[src/rtl/euro_sync_detect.sv]
// Euro (0x80) frame-sync detector: measures low runs on the serial line, aligns a
// flywheel frame counter to valid detections and tracks lock to the remote frame.
module euro_sync_detect #(
  parameter int unsigned LOW_MIN     = 44,
  parameter int unsigned LOW_MAX     = 52,
  parameter int unsigned FRAME_TICKS = 960,
  parameter int unsigned SYNC_OFFSET = 48,
  parameter int unsigned WINDOW      = 12,
  parameter int unsigned LOCK_COUNT  = 3,
  parameter int unsigned MISS_LIMIT  = 4
) (
  input  logic clk,
  input  logic rst_n,
  input  logic uart_clk,
  input  logic rx,
  output logic sync_pulse,
  output logic enable_60hz,
  output logic locked
);

  localparam int unsigned RW = 6;
  localparam int unsigned FW = $clog2(FRAME_TICKS);
  localparam int unsigned GW = $clog2(LOCK_COUNT + 1);
  localparam int unsigned MW = $clog2(MISS_LIMIT + 1);

  localparam logic [RW-1:0] RUN_MIN    = RW'(LOW_MIN);
  localparam logic [RW-1:0] RUN_MAX    = RW'(LOW_MAX);
  localparam logic [FW-1:0] FRAME_LAST = FW'(FRAME_TICKS - 1);
  localparam logic [FW-1:0] FRAME_LOAD = FW'(SYNC_OFFSET);
  localparam logic [FW-1:0] WIN_LO     = FW'(SYNC_OFFSET - WINDOW);
  localparam logic [FW-1:0] WIN_HI     = FW'(SYNC_OFFSET + WINDOW);
  localparam logic [FW-1:0] MISS_AT    = FW'(SYNC_OFFSET + WINDOW + 1);
  localparam logic [GW-1:0] GOOD_MAX   = GW'(LOCK_COUNT);
  localparam logic [MW-1:0] MISS_MAX   = MW'(MISS_LIMIT);

  localparam logic ST_SEARCH = 1'b0;
  localparam logic ST_TRACK  = 1'b1;

  logic          rx_meta_q, rx_meta_d;
  logic          rx_s_q, rx_s_d;
  logic [RW-1:0] run_q, run_d;
  logic [FW-1:0] frame_q, frame_d;
  logic          hit_q, hit_d;
  logic [GW-1:0] good_q, good_d;
  logic [MW-1:0] miss_q, miss_d;
  logic          state_q, state_d;
  logic          sync_pulse_q, sync_pulse_d;
  logic          enable_60hz_q, enable_60hz_d;

  logic det_c, wrap_c, in_win_c, miss_eval_c;

  // Tick qualifiers: a detection overrides a coincident wrap and any miss evaluation.
  always_comb begin
    det_c       = uart_clk && rx_s_q && (run_q != '0) &&
                  (run_q >= RUN_MIN) && (run_q <= RUN_MAX);
    wrap_c      = uart_clk && !det_c && (frame_q == FRAME_LAST);
    in_win_c    = det_c && (frame_q >= WIN_LO) && (frame_q <= WIN_HI);
    miss_eval_c = uart_clk && !det_c && !hit_q && (frame_q == MISS_AT);
  end

  always_comb begin
    rx_meta_d     = rx;
    rx_s_d        = rx_meta_q;
    run_d         = run_q;
    frame_d       = frame_q;
    hit_d         = hit_q;
    good_d        = good_q;
    miss_d        = miss_q;
    state_d       = state_q;
    sync_pulse_d  = det_c;
    enable_60hz_d = wrap_c;

    if (uart_clk) begin
      if (!rx_s_q) begin
        run_d = (run_q == '1) ? run_q : run_q + RW'(1);
      end else begin
        run_d = '0;
      end

      if (det_c) begin
        frame_d = FRAME_LOAD;
      end else if (frame_q == FRAME_LAST) begin
        frame_d = '0;
      end else begin
        frame_d = frame_q + FW'(1);
      end
    end

    if (wrap_c) begin
      hit_d = 1'b0;
    end
    if (in_win_c) begin
      hit_d = 1'b1;
    end

    // Lock tracking: in-window hits build confidence, anything else erodes it.
    if (in_win_c) begin
      good_d = (good_q == GOOD_MAX) ? good_q : good_q + GW'(1);
      miss_d = '0;
      if (good_d == GOOD_MAX) begin
        state_d = ST_TRACK;
      end
    end else if (det_c) begin
      good_d  = '0;
      state_d = ST_SEARCH;
    end else if (miss_eval_c) begin
      miss_d = (miss_q == MISS_MAX) ? miss_q : miss_q + MW'(1);
      if (miss_d == MISS_MAX) begin
        state_d = ST_SEARCH;
        good_d  = '0;
        miss_d  = '0;
      end
    end
  end

  always_ff @(posedge clk or negedge rst_n) begin
    if (!rst_n) begin
      rx_meta_q     <= 1'b1;
      rx_s_q        <= 1'b1;
      run_q         <= '0;
      frame_q       <= '0;
      hit_q         <= 1'b0;
      good_q        <= '0;
      miss_q        <= '0;
      state_q       <= ST_SEARCH;
      sync_pulse_q  <= 1'b0;
      enable_60hz_q <= 1'b0;
    end else begin
      rx_meta_q     <= rx_meta_d;
      rx_s_q        <= rx_s_d;
      run_q         <= run_d;
      frame_q       <= frame_d;
      hit_q         <= hit_d;
      good_q        <= good_d;
      miss_q        <= miss_d;
      state_q       <= state_d;
      sync_pulse_q  <= sync_pulse_d;
      enable_60hz_q <= enable_60hz_d;
    end
  end

  assign sync_pulse  = sync_pulse_q;
  assign enable_60hz = enable_60hz_q;
  assign locked      = (state_q == ST_TRACK);

endmodule

[config.mk]
export PLATFORM = sky130hd
export DESIGN_NAME = euro_sync_detect
export DESIGN_NICKNAME = d
export VERILOG_FILES = /design/src/rtl/euro_sync_detect.sv
export SDC_FILE = /design/constraint.sdc
export NUM_CORES = 1
export LEC_CHECK = 0
export CORE_UTILIZATION = 25
export CTS_CLUSTER_DIAMETER = 150
export DETAILED_ROUTE_END_ITERATION = 8
export SYNTH_ARGS = -nofsm -noshare
export SYNTH_HDL_FRONTEND = slang
export SYNTH_SLANG_ARGS = --single-unit
export TNS_END_PERCENT = 100
[constraint.sdc]
create_clock -name clk -period 3.5 [get_ports clk]
set_clock_uncertainty 0.15 [all_clocks]
set_input_delay 0.35 -clock clk [delete_from_list [all_inputs] [get_ports clk]]
set_output_delay 0.35 -clock clk [all_outputs]
set_load 0.02 [all_outputs]
# Word level (Yosys, flattened, before mapping)
# Index checks and enable logic that the tools add are counted.
# word_totals
mem_bits_rw	0
latch_bits	0
inputBits	4
memories	0
rom_bits	0
elab_cells	70
output_inout_bits	3
register_bits	27
# op_classes
addsub	4
div	0
n_bitwise	0
muxes	21
order_cmp	4
n_eq_ne	10
n_reduce_logical	21
mul	0
shifts	0
# ops
cell	n
10-bit two-way mux	2
3-bit two-way mux	5
6-bit two-way mux	2
10-bit by 1-bit adder with 10-bit output, second input constant	1
10-bit equality test, second input constant	1
10-bit by 6-bit equality test with 1-bit output, second input constant	1
10-bit by 6-bit greater-or-equal comparator with 1-bit output, second input constant	1
10-bit by 6-bit <= comparator with 1-bit output, second input constant	1
1-bit logical AND	10
2-bit two-way mux	5
1-bit two-way mux	7
6-bit by 1-bit adder with 6-bit output, second input constant	1
3-bit equality test, second input constant	2
6-bit equality test, second input constant	1
6-bit greater-or-equal comparator, second input constant	1
6-bit <= comparator, second input constant	1
2-bit AND reduction	3
3-bit nonzero test	2
6-bit nonzero test	1
2-bit equality test, second input constant	2
2-bit by 1-bit != test with 1-bit output, second input constant	2
2-bit nonzero test	2
3-bit by 1-bit adder with 3-bit output, second input constant	1
3-bit AND reduction	1
other kinds (3)	4

# Logic depth before layout (Yosys ltp)
# depth
depth_word	11
ltp_mapped	8
ltp_nobuf	8

# Worst setup path before layout
# No wires, ideal clock.
# synth_timing
path_kind	register to register
startpoint	reg run_q[0]
endpoint	reg frame_q[7]
required_time_ns	3.260
stages_incl_launch_ff	8
path_slack_ns	1.700
arrival_time_ns	1.560
n_path_buf	0
synth_period_minus_slack_ns	1.800
setup_time_ns	0.090
cell_sequence	dfrtp_1 inv_1 ha_1 nor2b_1 o211ai_1 a21o_1 or4_1 o221ai_1
# synth_via
elab_chain_cells	5
elab_cells_between_ends	7
classes_between	order compare (2); mux (1); reduce/logical (4)
# synth_lines
item	line	rtl
from (decl)	41	logic [RW-1:0] run_q, run_d;
from (signal assigned)	131	run_q <= run_d;
branches (longest 3 deep; another with 6-bit greater-or-equal comparator)	--	
1-bit logical AND (*)	55	(run_q >= RUN_MIN) && (run_q <= RUN_MAX);
10-bit two-way mux (*)	80	if (det_c) begin
to (signal assigned)	132	frame_q <= frame_d;
to (decl)	42	logic [FW-1:0] frame_q, frame_d;
# Mark *: on every way between the ends.
# A chain may end at the register's enable or synchronous reset.

# Worst setup path in the final report
# layout_timing
startpoint	in uart_clk
endpoint	reg frame_q[2]
# layout_via
elab_chain_cells	5
# layout_lines
item	line	rtl
from (decl)	14	input logic uart_clk,
1-bit logical AND (3 in series)	54	det_c = uart_clk && rx_s_q && (run_q != '0) &&
1-bit logical AND	55	
via det_c	50	logic det_c, wrap_c, in_win_c, miss_eval_c;
10-bit two-way mux	80	
# The timed path passes the listed nets, and every way through them passes these cells.

==> impl_metrics.env <==
export IMPL_status="completed"
export IMPL_h_tree_depth=1
export IMPL_diodes=0
export IMPL_rsz0062_at_grt="false"
export IMPL_initial_core_util_pct=26.6
export IMPL_syn_inst=158
export IMPL_die_w_um=79.5
export IMPL_p_leak_nw=0.748
export IMPL_clk_latency_ns=0.26
export IMPL_place_ws_ns=0.841
export IMPL_wl_per_cell_um=12.8
export IMPL_wirelength_mm=3.01
export IMPL_vias_per_cell=4.95
export IMPL_switchingPower_mw=0.252
export IMPL_swShare_pct=33.0
export IMPL_slowest_delay_ns=0.77
export IMPL_synth_area_top_cells="dfrtp_1 42%, ha_1 5.8%, dfstp_2 3.5%"
export IMPL_hold_path_class="reg -> reg"
export IMPL_die_area_um2=6330
export IMPL_ctsResizeCount=0
export IMPL_fmax_mhz=415
export IMPL_gp_congestion=0.836
export IMPL_grt_overflow_total=0
export IMPL_drv_slew=0
export IMPL_core_area_um2=5640
export IMPL_cp_num_buf_inv=2
export IMPL_place_port_buffers=6
export IMPL_arrival_ns=2.41
export IMPL_ys_seq_area_share_pct=45.1
export IMPL_ir_drop_uv=156
export IMPL_end_kind="flop"
export IMPL_synthToLayoutAreaGrowth_pct=11.5
export IMPL_ys_warnings_count=0
export IMPL_crit_chain="clkdlybuf4s50_1, and2_1, o211a_4, nand2_1, inv_1, o21ai_0, o2bb2ai_1"
export IMPL_worstSetupPathType="in -> reg"
export IMPL_synth_top_area_share_pct=41.6
export IMPL_root_buffer="clkbuf_8"
export IMPL_num_vias=1168
export IMPL_async_flop_share_pct=100
export IMPL_layout_commonest_cell="dfrtp_1"
export IMPL_rows=27
export IMPL_final_cell_mix="25 x dfrtp_1, 13 x nand2_1, 12 x inv_1, 12 x nor2_1, 9 x a21oi_1"
export IMPL_first_global_vias=1125
export IMPL_cp_max_fo=14
export IMPL_synth_seq_cells=27
export IMPL_holdBufCountCts=0
export IMPL_cts_inserted_buffers=3
export IMPL_synth_cell_types=46
export IMPL_cts_tree="yes"
export IMPL_tightestPinTransition_ns=0.478
export IMPL_synth_area_per_cell_um2=9.51
export IMPL_ios=7
export IMPL_p_int_mw=0.513
export IMPL_dp_hpwl_mm=2.16
export IMPL_syn_num_nets=169
export IMPL_slowest_stage="clkdlybuf4s50_1"
export IMPL_nNetsFinal=176
export IMPL_synth_area_um2=1500
export IMPL_powerDensity_nw_per_um2=457
export IMPL_power_total_mw=0.765
export IMPL_post_route_drc_count=0
export IMPL_setup_tns_ns=0
export IMPL_critPathTopFamily="buffers and inverters"
export IMPL_power_share_clock_pct=22.1
export IMPL_relSlewSlack_pct=68.0
export IMPL_hold_viol_final=0
export IMPL_synth_largest_area_cell="dfrtp_1"
export IMPL_final_setup_worst_slack_ns=1.09
export IMPL_clockBufferDepth=2
export IMPL_setup_viol=0
export IMPL_grt_max_degree=28
export IMPL_grtUsageTotal_pct=10.3
export IMPL_drv_cap=0
export IMPL_drive_gt1_share_pct=6.10
export IMPL_synthFlopType="dfrtp_1"
export IMPL_holdWs_ns=0.213
export IMPL_drt_first_pass_iters=4
export IMPL_seqPwrFrac_pct=56.9
export IMPL_min_period_ns=2.41
export IMPL_clock_sinks=27
export IMPL_cts_setup_buffers=0
export IMPL_clkTransAtPathRegs_ns=0.08
export IMPL_grt_first_pass_wirelength_mm=5.13
export IMPL_antenna_found_initial=0
export IMPL_power_frac_comb_pct=21.0
export IMPL_ant_nets=0
export IMPL_crit_required_ns=3.50
export IMPL_die_h_um=79.5
export IMPL_synth_edff_count=0
export IMPL_drt_iter0_drc=66
export IMPL_critPathLaunchType="input pin"
export IMPL_finalCritPeriodShare_pct=68.8
[logic make-up after synthesis]
| kind of cell | after synthesis | synth area share [%] |
|---|---|---|
| muxes | 2 | 1.33 |
| buffers and inverters | 17 | 5.00 |
| xor gates and xnor gates | 7 | 4.08 |
| AOI/OAI and AO/OA | 38 | 17.1 |
| and+or+nand+nor | 60 | 21.6 |
| adders and majority gates | 7 | 5.83 |
| DFF | 27 | 45.1 |
[registers in the layout, summed over array words and instances, names as in the netlist]
| signal | flops |
|---|---|
| sync_pulse | 1 |
| good_q | 2 |
| rx_s_q | 1 |
| miss_q | 3 |
| run_q | 6 |
| enable_60hz | 1 |
| rx_meta_q | 1 |
| hit_q | 1 |
| locked | 1 |
| frame_q | 10 |
[per-layer routing]
metal	up-vias	global-route usage [%]	routed length (um)
met5	-	0	0
met4	0	4.55	45
met3	4	2.06	78
met2	19	17.6	1440
met1	567	12.4	1450
li1	578	-	-
[worst reg2reg max path, delay by kind of cell, from the launching register on]
family / cells / cell delay [ns]
buffers and inverters: 2 / 0.31
adder cells (fa/ha/maj): 1 / 0.14
AO/OA/AOI/OAI: 3 / 0.59
flip-flops: 1 / 0.42
AND/OR/NAND/NOR: 2 / 0.38
[power groups by stage]
| stage | combinational, mW | sequential [mW] | clock (mW) |
|---|---|---|---|
| 3_5_place_dp | 0.161 | 0.435 | 0 |
| 6_report | 0.161 | 0.435 | 0.169 |
| 5_1_grt | 0.181 | 0.442 | 0.194 |
| 2_1_floorplan | 0.129 | 0.416 | 0 |
| 4_1_cts | 0.161 | 0.431 | 0.181 |
| 3_3_place_gp | 0.159 | 0.437 | 0 |
[worst paths after layout]
check	to	slack, ns	cells after the start	start
worst min register to register	rx_s_q	0.21	0	rx_meta_q
min in group asynchronous	frame_q[6]	0.30	2	rst_n
max in group asynchronous	rx_s_q	2.60	2	rst_n
worst max register to register	frame_q[2]	1.40	8	run_q[0]
worst max-delay path	frame_q[2]	1.09	7	uart_clk
worst min-delay path	rx_s_q	0.21	0	rx_meta_q
[per-stage QoR]
step                      instance area (um2)  utilization [%]  instances
final                                    1680             29.7        236
after global routing                     1680             29.7        236
after CTS                                1680             29.7        236
after detailed placement                 1630             28.9        232
after global placement                   1630             28.9        232
after floorplan                          1500                -        158
[Yosys cell counts, types with 2 or more instances]
library cell  number
nand2_1           13
o21ai_1            2
o2bb2ai_1          2
xor2_1             5
dfrtp_1           25
a21oi_1            9
mux2i_1            2
nor3_1             3
o211ai_1           2
dfstp_2            2
inv_1             12
nand3b_1           2
a21o_1             2
nand2b_1           4
buf_2              3
xnor2_1            2
o21ai_0            8
nand3_1            6
nor2b_1            3
a31oi_1            3
nand4_1            6
ha_1               7
nor2_1            12
[cell type report]
class	instances	area [um2]
Multi-Input combinational cell	114	749
Fill cell	573	3970
Clock buffer	4	45.0
Sequential cell	27	678
Inverter	12	45.0
Timing Repair Buffer	7	67.6
Tap cell	72	90.1
No activity file was read; power rests on OpenSTA's default activity.
